==> config.mk <==
export PLATFORM = sky130hd
export DESIGN_NAME = seg7_scan_display
export DESIGN_NICKNAME = d
export VERILOG_FILES = /design/src/rtl/seg7_scan_display.sv
export SDC_FILE = /design/constraint.sdc
export NUM_CORES = 1
export LEC_CHECK = 0
export BUFFER_PORTS_ARGS = -buffer_cell sky130_fd_sc_hd__buf_2
export CORE_ASPECT_RATIO = 0.75
export CORE_MARGIN = 4
export CORE_UTILIZATION = 45
export DETAILED_ROUTE_END_ITERATION = 10
export PLACE_DENSITY = 0.7
export SYNTH_ARGS = -nofsm -noshare
export SYNTH_HDL_FRONTEND = slang
export SYNTH_SLANG_ARGS = --single-unit
==> constraint.sdc <==
create_clock -name i_clk -period 3 [get_ports i_clk]
set_input_delay 0.3 -clock i_clk [delete_from_list [all_inputs] [get_ports i_clk]]
set_output_delay 0.3 -clock i_clk [all_outputs]
set_load 0.01 [all_outputs]
==> src/rtl/seg7_scan_display.sv <==
// Multiplexed seven-segment scanner: DIGITS anodes, shared cathodes,
// per-digit enable, leading-zero blanking, 16-level PWM, frame snapshot.
// Ports: i_clk, i_nReset (sync, active-low), i_value (4 bits/digit),
//   i_dots, i_digitEnable, i_blankLeadingZeros, i_brightness (0..15),
//   o_cathodes {dp,g..a} active-low, o_anodes active-low, o_frameDone.
module seg7_scan_display #(
    parameter int DIGITS      = 8,
    parameter int REFRESH_DIV = 5000
) (
    input  logic                  i_clk,
    input  logic                  i_nReset,
    input  logic [4*DIGITS-1:0]   i_value,
    input  logic [DIGITS-1:0]     i_dots,
    input  logic [DIGITS-1:0]     i_digitEnable,
    input  logic                  i_blankLeadingZeros,
    input  logic [3:0]            i_brightness,
    output logic [7:0]            o_cathodes,
    output logic [DIGITS-1:0]     o_anodes,
    output logic                  o_frameDone
);

    localparam int SUB_DIV = REFRESH_DIV / 16;
    localparam int CNT_W   = $clog2(REFRESH_DIV);
    localparam int SUB_W   = (SUB_DIV > 1) ? $clog2(SUB_DIV) : 1;
    localparam int DIG_W   = (DIGITS > 1) ? $clog2(DIGITS) : 1;

    logic [CNT_W-1:0]    slot_q, slot_d;
    logic [SUB_W-1:0]    sub_q, sub_d;
    logic [3:0]          phase_q, phase_d;
    logic [DIG_W-1:0]    digit_q, digit_d;
    logic [4*DIGITS-1:0] val_q, val_d;
    logic [DIGITS-1:0]   dots_q, dots_d;
    logic [DIGITS-1:0]   en_q, en_d;
    logic                blank_q, blank_d;
    logic [3:0]          bright_q, bright_d;
    logic [DIGITS-1:0]   an_q, an_d;
    logic [7:0]          cat_q, cat_d;
    logic                done_q, done_d;

    logic                frame_start;
    logic                last_slot;
    logic                last_sub;
    logic                last_digit;
    logic [3:0]          nib;
    logic                dot;
    logic                en_cur;
    logic                blank_cur;
    logic                zero_above;
    logic [DIGITS-1:0]   blank_mask;
    logic [6:0]          seg;

    // Counters: slot position, phase sub-counter, digit index.
    always_comb begin
        last_slot   = (slot_q == CNT_W'(REFRESH_DIV - 1));
        last_sub    = (sub_q == SUB_W'(SUB_DIV - 1));
        last_digit  = (digit_q == DIG_W'(DIGITS - 1));
        frame_start = (slot_q == '0) && (digit_q == '0);

        slot_d  = last_slot ? '0 : slot_q + CNT_W'(1);
        sub_d   = (last_slot || last_sub) ? '0 : sub_q + SUB_W'(1);
        phase_d = phase_q;
        if (last_slot)
            phase_d = '0;
        else if (last_sub)
            phase_d = phase_q + 4'd1;
        digit_d = digit_q;
        if (last_slot)
            digit_d = last_digit ? '0 : digit_q + DIG_W'(1);

        done_d = last_slot && last_digit;
    end

    // Snapshot: the frame-start cycle already drives from the new
    // inputs, so the whole frame shows one consistent value.
    always_comb begin
        val_d    = frame_start ? i_value             : val_q;
        dots_d   = frame_start ? i_dots              : dots_q;
        en_d     = frame_start ? i_digitEnable       : en_q;
        blank_d  = frame_start ? i_blankLeadingZeros : blank_q;
        bright_d = frame_start ? i_brightness        : bright_q;
    end

    // Leading-zero mask, scanned from the most significant digit down;
    // disabled digits are treated as zero.
    always_comb begin
        zero_above = 1'b1;
        blank_mask = '0;
        for (int k = DIGITS - 1; k >= 0; k--) begin
            zero_above = zero_above &&
                (!en_d[k] || (val_d[4*k +: 4] == 4'h0));
            blank_mask[k] = blank_d && zero_above && (k != 0);
        end
    end

    always_comb begin
        nib       = 4'h0;
        dot       = 1'b0;
        en_cur    = 1'b0;
        blank_cur = 1'b0;
        for (int k = 0; k < DIGITS; k++) begin
            if (DIG_W'(k) == digit_q) begin
                nib       = val_d[4*k +: 4];
                dot       = dots_d[k];
                en_cur    = en_d[k];
                blank_cur = blank_mask[k];
            end
        end

        case (nib)
            4'h0: seg = 7'h40;
            4'h1: seg = 7'h79;
            4'h2: seg = 7'h24;
            4'h3: seg = 7'h30;
            4'h4: seg = 7'h19;
            4'h5: seg = 7'h12;
            4'h6: seg = 7'h02;
            4'h7: seg = 7'h78;
            4'h8: seg = 7'h00;
            4'h9: seg = 7'h10;
            4'hA: seg = 7'h08;
            4'hB: seg = 7'h03;
            4'hC: seg = 7'h46;
            4'hD: seg = 7'h21;
            4'hE: seg = 7'h06;
            default: seg = 7'h0E;
        endcase
        if (blank_cur)
            seg = 7'h7F;

        cat_d = {~dot, seg};
        an_d  = '1;
        if (en_cur && (phase_q < bright_d))
            an_d[digit_q] = 1'b0;
    end

    always_ff @(posedge i_clk) begin
        if (!i_nReset) begin
            slot_q   <= '0;
            sub_q    <= '0;
            phase_q  <= '0;
            digit_q  <= '0;
            val_q    <= '0;
            dots_q   <= '0;
            en_q     <= '0;
            blank_q  <= 1'b0;
            bright_q <= '0;
            an_q     <= '1;
            cat_q    <= 8'hFF;
            done_q   <= 1'b0;
        end else begin
            slot_q   <= slot_d;
            sub_q    <= sub_d;
            phase_q  <= phase_d;
            digit_q  <= digit_d;
            val_q    <= val_d;
            dots_q   <= dots_d;
            en_q     <= en_d;
            blank_q  <= blank_d;
            bright_q <= bright_d;
            an_q     <= an_d;
            cat_q    <= cat_d;
            done_q   <= done_d;
        end
    end

    assign o_anodes    = an_q;
    assign o_cathodes  = cat_q;
    assign o_frameDone = done_q;

endmodule

==> results.ini <==
[status]
status = complete, no violations

[route]
drtIter0Drc = 326
vias_per_cell = 5.461
drt-total-wl_um = 12430
wl_per_cell_um = 16.37
route.detailed.drc = 0
ant_nets = 0
firstDrtPassIters = 5
vias = 4145

[synthesis]
synth_area_sq_um = 4876
synthTopCellsByArea = dfxtp_1 41%, mux2i_1 10%, nor2b_1 6.3%, ha_1 4.9%, nor2_1 3.5%
synth_top_cell_by_area = dfxtp_1
yosysWarnings = 0
synthCells = 520
syn_nets = 594
synth.distinct_cells = 64
synthArstFlopShare_pct = 0
ys_seq_area_share_pct = 40.65
synth_seq_cells = 99
syn_avg_cell_area_sq_um = 9.377
synth_edf_count = 0
synth_flop_cell = dfxtp_1
yosysTopAreaCellShare_pct = 40.65

[pwr]
seqPwrFrac_pct = 44.8
powerDensity_nw_per_um2 = 532.2
p_clk_share_pct = 33.7
switching_share_pct = 27.59
ir_drop_v = 0.0003058
p_comb_share_pct = 21.5
leakage_nw = 2.546
p_int_mw = 2.361
power.switching_uw = 899.8

[sta]
rsz0062_at_grt = yes
holdWs_ps = 219.0
skew_ps = 8.074
relSlewSlack_pct = 56.81
hold_viol_final = 0
setup_violations = 0
period_share_pct = 97.67
max_freq_mhz = 341.3
worst_slew_pin_slew_ps = 642.9
final_max_slew_viol_count = 0
fin_crit_ps = 2930

[clock_network]
cts_tree = done
cts-root-buf = clkbuf_16
cts_made_buffers = 9
clock_path_buffers = 2
htreeDepth = 3
insertion_delay_ps = 340
cts.clk_slew.worst_paths_ps = 70
clock-sinks = 99

[cells_and_area]
fill_cells = 922
nNetsFinal = 692
area_growth_syn_to_layout_pct = 25.66
diodes = 0
drive_gt1_share_pct = 28.09
fin_area_sq_um = 6127
final_cell_count_no_fill = 759
seqCellArea_sq_um = 1984
multi_input_area_sq_um = 2932

[placement]
port_buffers = 71
gp_congestion = 0.9003
place_inst = 735
place_hpwl_um = 9118
place_area_sq_um = 5570

[critical_path]
path_buf_inv = 3
required_ps = 3270
worstSetupPathType = flop to flop
cp_slowest_cell = nor4_4
critPathTopFamily = simple AND/OR/NAND/NOR gates
crit_fanout = 9
crit_chain = nor4_4 > nand4_4 > buf_12 > buf_16 > buf_4 > mux2i_1 > a32o_1 > a21oi_1 > nand2_2 > mux2_2 > o21ai_0
startpoint = slot_q[4]
critPathLaunchType = flop
endpoint_kind = flop
cpPeakStageDelay_ps = 430
r2r-start = slot_q[4]
worstPathArrival_ps = 3200

[global_route]
grt_pass1_vias = 3952
grt_pass1_wl_um = 19680
grt_max_degree = 45
overflow = 0
antenna_found_initial = 0
grt_usage_pct = 19.44

[floorplanning]
fp.dieW_um = 128.2
dieArea_sq_um = 12580
io_pins = 72
die_h_um = 98.15
initial_utilization_pct = 46.84
core-area_sq_um = 10410
fp-row-count = 32

[job]
drv_cap = 0

[hold_path]
hp-start = i_value[19]
hp-class = input port to flop

-- worst reg2reg max path, stage by stage, from the launching register on --
cell and delay (ps):
dfxtp_1 370, nor4_4 430, nand4_4 220, buf_12 200, buf_16 150, buf_4 150
mux2i_1 130, a32o_1 220, a21oi_1 340, nand2_2 210, mux2_2 310, o21ai_0 130
-- sequential cells by signal, indices dropped and copies added, names as in the netlist, 8 cells and up --
name	flops
sub_q	9
o_cathodes	8
en_q	8
slot_q	13
o_anodes	8
dots_q	8
val_q	32
-- power by group through the flow --
stage | Clock (mW) | Sequential, mW | Combinational [mW]
finish | 1.10 | 1.46 | 0.703
global route | 1.18 | 1.47 | 0.760
CTS | 1.12 | 1.45 | 0.594
detailed placement | 0 | 1.48 | 0.588
global placement | 0 | 1.48 | 0.579
floorplan | 0 | 1.49 | 0.396
-- layer usage --
metal | global-route usage [%] | share of wire [%]
met1 | 28.08 | 48
met2 | 28.57 | 44
met3 | 5.194 | 7.3
met4 | 5.302 | 1.1
met5 | 0 | 0
-- cell families after synthesis --
group | share of synthesized area (%)
muxes | 11.29
buffers and inverters | 3.438
adders and majority gates | 4.876
AOI/OAI and AO/OA | 13.27
and+or+nand+nor | 22.71
DFF | 40.65
xor gates and xnor gates | 3.772
-- per-stage QoR --
step | total power [mW] | setup WS (ps) | TNS, ps | util, %
5_1_grt | 3.407 | -53.97 | -234.0 | 58.86
3_5_place_dp | 2.072 | -96.57 | -621.8 | 53.51
4_1_cts | 3.169 | 0.2720 | 0 | 56.41
2_1_floorplan | 1.884 | 18.70 | 0 | -
3_3_place_gp | 2.060 | -11.50 | -11.50 | 53.51
6_report | 3.261 | 69.97 | 0 | 58.86
-- synthesized netlist by cell type, types with 10 or more instances --
master,instances
a21oi_1,11
clkbuf_1,14
dfxtp_1,99
ha_1,19
inv_1,15
mux2i_1,49
nand2_1,42
nand3_1,20
nor2_1,45
nor2b_1,49
o21ai_0,10
or4_1,11
xnor2_1,10
xor2_1,11
-- layout by cell type, fill, tap and decap left out, drive strengths merged, types with 12 or more instances in the layout --
cell type    n
nand3       20
o21ai       12
nand2       43
nor2b       49
inv         15
mux2i       49
dfxtp       99
nor2        46
clkbuf      12
ha          19
buf        109
-- what timing repair did --
item                       CTS  global route
resized for setup            2            40
hold buffers                 0             0
setup endpoints to repair   13            15
setup buffers                1             7
pin swaps                    3            13
-- final cells by class --
type	instances	area share, %
Sequential cell	99	32.39
Clock inverter	4	0.4084
Multi-Input combinational cell	384	47.85
Clock buffer	12	4.186
Timing Repair Buffer	109	11.44
Tap cell	136	2.777
Inverter	15	0.9598
-- final timing paths --
check,endpoint,slack [ps],depth (start not counted)
hold / removal,val_q[19],220,3
hold reg to reg,sub_q[0],450,1
setup reg to reg,o_cathodes[4],70,11
setup / recovery,o_cathodes[4],70,11
Note: power is estimated with default switching activity, not from simulation.
